## src/rtl/matrix_code_pkg.sv

```systemverilog
// Shared definitions for the [8,4,4] nibble SEC-DED code: generator rows,
// syndrome columns, the parity helper and the decode status/FSM types.
package matrix_code_pkg;

    localparam logic [7:0] G0 = 8'hE1;
    localparam logic [7:0] G1 = 8'hD2;
    localparam logic [7:0] G2 = 8'hB4;
    localparam logic [7:0] G3 = 8'h78;

    // Syndrome produced by a flip of data bit 0..3 (upper nibble of each G row)
    localparam logic [3:0] SYN_D0 = 4'hE;
    localparam logic [3:0] SYN_D1 = 4'hD;
    localparam logic [3:0] SYN_D2 = 4'hB;
    localparam logic [3:0] SYN_D3 = 4'h7;

    typedef enum logic [1:0] {
        ST_OK     = 2'd0,
        ST_CORR   = 2'd1,
        ST_UNCORR = 2'd2
    } dec_status_e;

    typedef enum logic [1:0] {
        S_IDLE   = 2'd0,
        S_DECODE = 2'd1,
        S_DONE   = 2'd2
    } dec_state_e;

    function automatic logic [3:0] parity4(input logic [3:0] d);
        return {d[0] ^ d[1] ^ d[2],
                d[0] ^ d[1] ^ d[3],
                d[0] ^ d[2] ^ d[3],
                d[1] ^ d[2] ^ d[3]};
    endfunction

endpackage

```

## src/rtl/matrix_decode_secded_if.sv

```systemverilog
// Request/result bundle between a client and the SEC-DED word decoder.
interface matrix_decode_secded_if;
    logic         start;
    logic [127:0] Encoded_MEM_in;
    logic         busy;
    logic         valid_out;
    logic [63:0]  data_out;
    logic [4:0]   corr_count;
    logic [15:0]  uncorr_mask;
    logic         err_uncorr;

    modport master (
        output start, Encoded_MEM_in,
        input  busy, valid_out, data_out, corr_count, uncorr_mask, err_uncorr
    );

    modport slave (
        input  start, Encoded_MEM_in,
        output busy, valid_out, data_out, corr_count, uncorr_mask, err_uncorr
    );
endinterface

```

## src/rtl/secded_cw_dec.sv

```systemverilog
// Combinational decode of one 8-bit codeword into its corrected data nibble
// and a status of OK / corrected / uncorrectable.
module secded_cw_dec
    import matrix_code_pkg::*;
(
    input  logic [7:0]  cw_i,
    output logic [3:0]  data_o,
    output dec_status_e status_o
);

    logic [3:0] syn;

    assign syn = cw_i[7:4] ^ parity4(cw_i[3:0]);

    always_comb begin
        data_o   = cw_i[3:0];
        status_o = ST_OK;
        case (syn)
            4'h0: status_o = ST_OK;
            // A lone syndrome bit means the check bit itself flipped
            4'h1, 4'h2, 4'h4, 4'h8: status_o = ST_CORR;
            SYN_D0: begin data_o[0] = ~cw_i[0]; status_o = ST_CORR; end
            SYN_D1: begin data_o[1] = ~cw_i[1]; status_o = ST_CORR; end
            SYN_D2: begin data_o[2] = ~cw_i[2]; status_o = ST_CORR; end
            SYN_D3: begin data_o[3] = ~cw_i[3]; status_o = ST_CORR; end
            default: status_o = ST_UNCORR;
        endcase
    end

endmodule

```

## src/rtl/matrix_decode_secded.sv

```systemverilog
// Decodes 16 SEC-DED codewords into a 64-bit word, LANES codewords per cycle,
// and publishes data plus correction/uncorrectable status with a valid pulse.
module matrix_decode_secded
    import matrix_code_pkg::*;
#(
    parameter int K     = 4,
    parameter int LANES = 1
) (
    input  logic                    clk,
    input  logic                    reset,
    matrix_decode_secded_if.slave   dec_if
);

    localparam int NCW   = 64 / K;
    localparam int NSTEP = NCW / LANES;
    localparam int IDXW  = (NSTEP > 1) ? $clog2(NSTEP) : 1;

    generate
        if (K != 4) begin : g_bad_k
            $error("matrix_decode_secded: only K=4 is supported");
        end
        if (LANES != 1 && LANES != 2 && LANES != 4 && LANES != 8 && LANES != 16) begin : g_bad_lanes
            $error("matrix_decode_secded: LANES must be 1, 2, 4, 8 or 16");
        end
    endgenerate

    dec_state_e        state_q;
    logic [127:0]      cap_q;
    logic [IDXW-1:0]   idx_q;
    logic [63:0]       data_w_q;
    logic [4:0]        cnt_w_q;
    logic [15:0]       mask_w_q;
    logic              busy_q;
    logic              valid_q;
    logic [63:0]       data_out_q;
    logic [4:0]        corr_q;
    logic [15:0]       mask_q;
    logic              err_q;

    logic [LANES*4-1:0] lane_data;
    logic [LANES-1:0]   lane_corr;
    logic [LANES-1:0]   lane_unc;
    dec_status_e        lane_st [LANES];
    logic [4:0]         corr_sum;
    logic [63:0]        data_w_d;
    logic [4:0]         cnt_w_d;
    logic [15:0]        mask_w_d;
    logic               last_step;

    // The capture register shifts down each step, so lane gi always reads a fixed slot
    generate
        for (genvar gi = 0; gi < LANES; gi++) begin : g_lane
            secded_cw_dec u_dec (
                .cw_i     (cap_q[gi*8 +: 8]),
                .data_o   (lane_data[gi*4 +: 4]),
                .status_o (lane_st[gi])
            );
            assign lane_corr[gi] = (lane_st[gi] == ST_CORR);
            assign lane_unc[gi]  = (lane_st[gi] == ST_UNCORR);
        end
    endgenerate

    always_comb begin
        corr_sum = '0;
        for (int l = 0; l < LANES; l++) begin
            corr_sum = corr_sum + 5'(lane_corr[l]);
        end
    end

    assign cnt_w_d   = cnt_w_q + corr_sum;
    assign last_step = (idx_q == IDXW'(NSTEP - 1));

    // Results enter at the top and slide down, landing codeword j at nibble j
    generate
        if (LANES == 16) begin : g_full
            assign data_w_d = lane_data;
            assign mask_w_d = lane_unc;
        end else begin : g_part
            assign data_w_d = {lane_data, data_w_q[63:LANES*4]};
            assign mask_w_d = {lane_unc, mask_w_q[15:LANES]};
        end
    endgenerate

    always_ff @(posedge clk or negedge reset) begin
        if (!reset) begin
            state_q    <= S_IDLE;
            cap_q      <= '0;
            idx_q      <= '0;
            data_w_q   <= '0;
            cnt_w_q    <= '0;
            mask_w_q   <= '0;
            busy_q     <= 1'b0;
            valid_q    <= 1'b0;
            data_out_q <= '0;
            corr_q     <= '0;
            mask_q     <= '0;
            err_q      <= 1'b0;
        end else begin
            case (state_q)
                S_IDLE: begin
                    valid_q <= 1'b0;
                    if (dec_if.start) begin
                        cap_q    <= dec_if.Encoded_MEM_in;
                        data_w_q <= '0;
                        cnt_w_q  <= '0;
                        mask_w_q <= '0;
                        idx_q    <= '0;
                        busy_q   <= 1'b1;
                        state_q  <= S_DECODE;
                    end
                end
                S_DECODE: begin
                    cap_q    <= cap_q >> (LANES * 8);
                    data_w_q <= data_w_d;
                    cnt_w_q  <= cnt_w_d;
                    mask_w_q <= mask_w_d;
                    idx_q    <= idx_q + IDXW'(1);
                    if (last_step) begin
                        data_out_q <= data_w_d;
                        corr_q     <= cnt_w_d;
                        mask_q     <= mask_w_d;
                        err_q      <= |mask_w_d;
                        valid_q    <= 1'b1;
                        busy_q     <= 1'b0;
                        state_q    <= S_DONE;
                    end
                end
                S_DONE: begin
                    valid_q <= 1'b0;
                    state_q <= S_IDLE;
                end
                default: begin
                    valid_q <= 1'b0;
                    busy_q  <= 1'b0;
                    state_q <= S_IDLE;
                end
            endcase
        end
    end

    assign dec_if.busy        = busy_q;
    assign dec_if.valid_out   = valid_q;
    assign dec_if.data_out    = data_out_q;
    assign dec_if.corr_count  = corr_q;
    assign dec_if.uncorr_mask = mask_q;
    assign dec_if.err_uncorr  = err_q;

endmodule

```

## src/flat_wrapper.sv

```systemverilog
// flat-port wrapper written by rule: the top's interface ports become plain ports
module matrix_decode_secded_flat import matrix_code_pkg::*;
#(
    parameter int K     = 4,
    parameter int LANES = 1
)
  (clk, reset, dec_if_start, dec_if_Encoded_MEM_in, dec_if_busy, dec_if_valid_out, dec_if_data_out, dec_if_corr_count, dec_if_uncorr_mask, dec_if_err_uncorr);
  matrix_decode_secded_if dec_if_i ();
  input  logic clk;
  input  logic reset;
  input wire logic [$bits(dec_if_i.start)-1:0] dec_if_start;
  input wire logic [$bits(dec_if_i.Encoded_MEM_in)-1:0] dec_if_Encoded_MEM_in;
  output wire logic [$bits(dec_if_i.busy)-1:0] dec_if_busy;
  output wire logic [$bits(dec_if_i.valid_out)-1:0] dec_if_valid_out;
  output wire logic [$bits(dec_if_i.data_out)-1:0] dec_if_data_out;
  output wire logic [$bits(dec_if_i.corr_count)-1:0] dec_if_corr_count;
  output wire logic [$bits(dec_if_i.uncorr_mask)-1:0] dec_if_uncorr_mask;
  output wire logic [$bits(dec_if_i.err_uncorr)-1:0] dec_if_err_uncorr;
  assign dec_if_i.start = dec_if_start;
  assign dec_if_i.Encoded_MEM_in = dec_if_Encoded_MEM_in;
  assign dec_if_busy = dec_if_i.busy;
  assign dec_if_valid_out = dec_if_i.valid_out;
  assign dec_if_data_out = dec_if_i.data_out;
  assign dec_if_corr_count = dec_if_i.corr_count;
  assign dec_if_uncorr_mask = dec_if_i.uncorr_mask;
  assign dec_if_err_uncorr = dec_if_i.err_uncorr;
  matrix_decode_secded #(.K(K), .LANES(LANES)) u_core (.clk(clk), .reset(reset), .dec_if(dec_if_i));
endmodule
```

## config.mk

```make
export PLATFORM = sky130hd
export DESIGN_NAME = matrix_decode_secded_flat
export DESIGN_NICKNAME = d
export VERILOG_FILES = /design/src/rtl/matrix_code_pkg.sv /design/src/rtl/matrix_decode_secded_if.sv /design/src/rtl/secded_cw_dec.sv /design/src/rtl/matrix_decode_secded.sv /design/src/flat_wrapper.sv
export SDC_FILE = /design/constraint.sdc
export NUM_CORES = 1
export LEC_CHECK = 0
export CAP_MARGIN = 20
export CORE_ASPECT_RATIO = 0.7
export CORE_MARGIN = 4
export CORE_UTILIZATION = 30
export CTS_CLUSTER_DIAMETER = 50
export DETAILED_ROUTE_END_ITERATION = 7
export PLACE_DENSITY = 0.53
export SYNTH_ARGS = -nofsm -noshare
export SYNTH_HDL_FRONTEND = slang
export SYNTH_HIERARCHICAL = 1
export SYNTH_SLANG_ARGS = --single-unit
```

## constraint.sdc

```tcl
create_clock -name clk -period 5.1 [get_ports clk]
set_clock_uncertainty 0.1 [all_clocks]
set_input_delay 0.51 -clock clk [delete_from_list [all_inputs] [get_ports clk]]
set_output_delay 0.51 -clock clk [all_outputs]
set_load 0.005 [all_outputs]
```

Word-level counts from Yosys, hierarchy flattened --
Cells that the tools add are included.
Cells by class: add/subtract/negate cells 2, equality and inequality tests 15, mux-type cells 23, bitwise gates (word level) 13, reduce and logical (&&, ||, !) cells 9
Operator list (number):
- 128-bit one-hot mux with 2 select lines | 1
- 128-bit two-way mux | 1
- 64-bit one-hot mux with 2 select lines | 1
- 64-bit two-way mux | 1
- 16-bit one-hot mux with 2 select lines | 1
- 4-bit == test, second input constant | 5
- 16-bit two-way mux | 1
- 16-bit OR reduction | 1
- 5-bit one-hot mux with 2 select lines | 1
- 4-bit by 3-bit == test with 1-bit output, second input constant | 2
- 1-bit two-way mux | 8
- 2-bit one-hot mux with 2 select lines | 2
- 4-bit one-hot mux with 2 select lines | 1
- 8-bit OR reduction | 1
- 1-bit XOR | 7
- 2-bit AND reduction | 3
- 5-bit by 1-bit adder with 5-bit output | 1
- 5-bit two-way mux | 1
- 1-bit inverter | 5
- 4-bit by 1-bit adder with 4-bit output, second input constant | 1
- 2-bit by 1-bit == test with 1-bit output, second input constant | 2
- 2-bit == test, second input constant | 2
- 4-bit by 1-bit == test with 1-bit output, second input constant | 1
- 4-bit by 2-bit == test with 1-bit output, second input constant | 1
- other kinds (10) | 11
Storage, ports and cells: bits in registers 307, output and inout bits 88, logic and storage cells 74

Depth between registers and ports, before layout --
depth in word-level cells 9, gate-level depth with buffers 11, mapped depth without buffers 10

Hierarchy --
The synthesis kept the hierarchy.
By module, submodules not included:
- matrix_decode_secded | times used 1, cells an instance 1102, area an instance 12971.2 um2, seq. area each 7557.2 um2
- secded_cw_dec | times used 1, cells an instance 69, area an instance 520.5 um2, seq. area each 0.0 um2

Worst setup path before layout --
Ideal clock, no wire load.
path type flip-flop to flip-flop, start register u_core.cap_q[1], end register u_core.cnt_w_q[4], setup time 128 ps, arrival time 2074 ps, data required time 4872 ps, setup slack 2799 ps, cell stages (with the launch flop) 12, clock period less this slack 2301 ps, path through dfrtp_1 buf_6 xnor2_2 nor3_1 nor2_1 a211oi_2 nor2b_1 ha_1 ha_1 nand3_1 xor2_1 o21ai_0
RTL lines:
- from (decl) | line matrix_decode_secded.sv:28 | logic [127:0] cap_q;
- from (signal assigned) | line matrix_decode_secded.sv:103 | cap_q <= dec_if.Encoded_MEM_in;
- from (signal assigned) | line matrix_decode_secded.sv:113 | cap_q <= cap_q >> (LANES * 8);
- to (signal assigned) | line matrix_decode_secded.sv:115 | cnt_w_q <= cnt_w_d;
- to (decl) | line matrix_decode_secded.sv:31 | logic [4:0] cnt_w_q;

Final worst setup path --
start register u_core.state_q[1], end register u_core.cap_q[32]
On the way: word-level cells in the longest chain between the ends 3, elaborated cells on any way between the ends 6, those cells by class eq/ne (2); mux (1); reduce/logical (3)
Ends and longest elaborated chain:
- from (decl) | line matrix_decode_secded.sv:27 | dec_state_e state_q;
- from (signal assigned) | line matrix_decode_secded.sv:86 | state_q <= S_IDLE;
- from (signal assigned) | line matrix_decode_secded.sv:109 | state_q <= S_DECODE;
- from (signal assigned) | line matrix_decode_secded.sv:125 | state_q <= S_DONE;
- 2-bit by 1-bit == test with 1-bit output / 2-bit zero test (equally long branches) | line matrix_decode_secded.sv:99 | case (state_q)
- 2-bit nonzero test (no source line) / 2-bit != test (equally long branches)
- 2-bit AND reduction (no source line)
Several ways; a longest one is shown, not always the timed one. A chain may end at the register's enable or synchronous reset.

==> results.json <==
{
  "avgSynthCellArea_sq_um": 11.5,
  "r2r_end": "u_core/cap_q[32]",
  "path_class": "reg -> reg",
  "clock_path_buffers": 3,
  "fillers": 4246,
  "dr.first_iter.drc_count": 776,
  "syn_nets": 1305,
  "drc_errors": 0,
  "cts_buffers": 36,
  "hpwl_um": 23100,
  "synth_edf_count": 0,
  "yosys-top-cells-count": "302 x dfrtp_1, 131 x a21oi_1, 131 x o21ai_0",
  "cts-root-buf": "clkbuf_16",
  "grt_pass1_vias": 9960,
  "synth_area_sq_um": 13500,
  "ant_nets": 0,
  "post_drt_wl_per_cell_um": 19.5,
  "rows": 64,
  "initial_utilization_pct": 30.6,
  "multi_input_area_sq_um": 5450,
  "register_area_sq_um": 7560,
  "fp.coreArea_sq_um": 44000,
  "report.final.slew_viol_count": 0,
  "critPathArrivalTime_ns": 3.32,
  "grt_pass1_wl_um": 59300,
  "min_to": "u_core/idx_q[3]",
  "synth_cells": 1171,
  "period_minus_slack_ns": 2.99,
  "status": "complete, no violations",
  "clk_latency_ns": 0.53,
  "die_x_um": 261,
  "rsz0062_at_grt": "false",
  "worstMarginPinSlew_ns": 1.29,
  "clk_pin_slew_worst_paths_ns": 0.06,
  "cap_viol_max_count": 0,
  "cp-startpoint": "u_core/state_q[1]",
  "wl_um": 38200,
  "fin_tns_setup_ns": 0,
  "grt_overflow": 0,
  "grt_usage_pct": 15.2,
  "yosysTopAreaCell": "dfrtp_1",
  "io_pins": 219,
  "grt_max_degree": 206,
  "period_share_pct": 58.7,
  "max-slew-margin-rel_pct": 13.9,
  "cts_tree": "built",
  "synth_top_cells_by_area": "dfrtp_1 56%, a22oi_1 6.7%, nor2b_1 5.7%, a22o_1 5.6%, a21oi_1 4.9%",
  "hold_viol_final": 0,
  "ys_types": 42,
  "synth_top_flop_cell": "dfrtp_1",
  "whs_ns": 0.391,
  "worstPathMaxFanout": 88,
  "synth_seq_cells": 302,
  "first_pass_iters": 5,
  "setup_viol": 0,
  "die_area_sq_um": 48500,
  "place.gp.congestion": 0.761,
  "synthArstFlopShare_pct": 100,
  "area_growth_pct": 28.2,
  "r2r-start": "u_core/state_q[1]",
  "port_buffers": 218,
  "hold_depth": 1,
  "cts_htree_levels": 2,
  "layout-drive-gt1-share_pct": 12.2,
  "holdCritStartpoint": "u_core/idx_q[3]",
  "cp.required_ns": 5.42,
  "ir_drop_v": 0.000324,
  "yosysMostFrequentCell": "dfrtp_1",
  "fmax_mhz": 334,
  "startpoint_type": "flop",
  "yosysWarnings": 6,
  "yosysTopAreaCellShare_pct": 56.0,
  "leakagePower_uw": 0.00732,
  "die_y_um": 185,
  "antenna_found_initial": 1,
  "cp-end-kind": "flop",
  "clkSinkCount": 302,
  "synth.yosys.seq_area_share_pct": 56.0,
  "dr_total_vias": 9984,
  "hp-class": "reg -> reg",
  "fin_nets": 1469,
  "post_cts_buffers": 0,
  "r2r.worst_path.cells": 4,
  "powerDensity_nw_per_um2": 576,
  "routed_via_density": 5.10,
  "rrSetupSlack_ns": 2.11
}
-- worst max-delay path by stage --
| stage | to | depth (start not counted) | slack (ns) |
|---|---|---|---|
| floorplan | u_core/cnt_w_q[4] | 11 | 2.80 |
| global placement | u_core/cap_q[0] | 5 | 1.71 |
| detailed placement | u_core/cap_q[32] | 5 | 1.69 |
| CTS | u_core/cap_q[32] | 4 | 2.12 |
| global route | u_core/cap_q[102] | 4 | 1.90 |
| finish | u_core/cap_q[32] | 4 | 2.11 |
-- where the power goes --
part,switching (uW),internal [uW]
Combinational,1510,1700
Clock,1050,1600
Sequential,799,3310
-- logic make-up (layout without fill, tap and decap cells) --
logic type | count (synthesis) | after routing | share of synthesized area, %
buffers and inverters | 105 | 296 | 3.77
AND/OR/NAND/NOR | 177 | 177 | 7.85
XOR/XNOR | 19 | 19 | 1.71
flip-flops | 302 | 302 | 56.0
other | 0 | 1 | 0
multiplexers | 83 | 83 | 7.61
adder cells (fa/ha/maj) | 3 | 3 | 0.278
AO/OA/AOI/OAI | 482 | 482 | 22.8
-- layer usage --
layer | share of wire [%] | global-route usage [%] | vias to the layer above | wire length, um
li1 | - | - | 4637 | -
met1 | 49 | 22.7 | 5116 | 18600
met2 | 46 | 23.2 | 185 | 17500
met3 | 3.9 | 2.71 | 46 | 1480
met4 | 1.7 | 3.50 | 0 | 637
met5 | 0 | 0 | - | 0
-- cells in the final DEF, fill, tap and decap left out, types with 3 or more instances in the layout --
cell type	instances
dfrtp_1	300
clkdlybuf4s50_1	216
a21oi_1	131
o21ai_0	131
nor2b_1	122
a22oi_1	120
a22o_1	86
mux2_2	57
clkbuf_16	36
mux2_4	25
nand2_1	10
nor2_1	10
clkbuf_1	8
nor3_1	8
buf_4	7
xor2_1	6
xnor2_1	6
clkinv_2	5
clkbuf_8	5
o22ai_1	5
nand3_1	5
bufinv_16	4
nand2b_1	4
and3_1	4
clkinvlp_4	3
inv_1	3
or4_1	3
ha_1	3
xnor2_2	3
xor2_2	3
buf_12	3
-- final cells by class --
cell class / count / area share, %
Sequential cell: 302 / 43.7
Multi-Input combinational cell: 764 / 31.5
Clock buffer: 49 / 5.78
Timing Repair Buffer: 228 / 13.3
Antenna cell: 1 / 0.0145
Tap cell: 594 / 4.30
Inverter: 3 / 0.0651
Clock inverter: 16 / 1.32
-- stage by stage --
step | setup WS, ns | power [uW] | utilization [%] | area (sq um) | cells
after CTS | 2.12 | 10100 | 39.3 | 17300 | 1956
after floorplan | 2.80 | 5970 | - | 13500 | 1171
final | 2.11 | 9960 | 39.3 | 17300 | 1957
after global placement | 1.71 | 7290 | 36.5 | 16100 | 1890
after detailed placement | 1.69 | 7370 | 36.5 | 16100 | 1890
after global routing | 1.90 | 10600 | 39.3 | 17300 | 1957
-- registers in the layout, indices dropped and copies added (netlist names) --
register,cells
u_core/cap_q,128
u_core/dec_if.data_out,64
u_core/data_w_q,60
u_core/dec_if.uncorr_mask,16
u_core/mask_w_q,15
u_core/cnt_w_q,5
u_core/dec_if.corr_count,5
u_core/idx_q,4
u_core/state_q,2
u_core/dec_if.busy,1
u_core/dec_if.err_uncorr,1
u_core/dec_if.valid_out,1
-- critical path, cell delays in order, from the launching register on --
cell and delay (ns):
dfrtp_4 0.69, nor2b_4 0.73, buf_4 0.85, a21oi_1 0.16, o21ai_0 0.21
-- what timing repair did --
item | in CTS | in global routing
endpoints found under the hold margin | 61 | 0
hold buffers | 1 | 0
gates resized for setup | 0 | 0
Note: power is estimated with default switching activity, not from simulation.
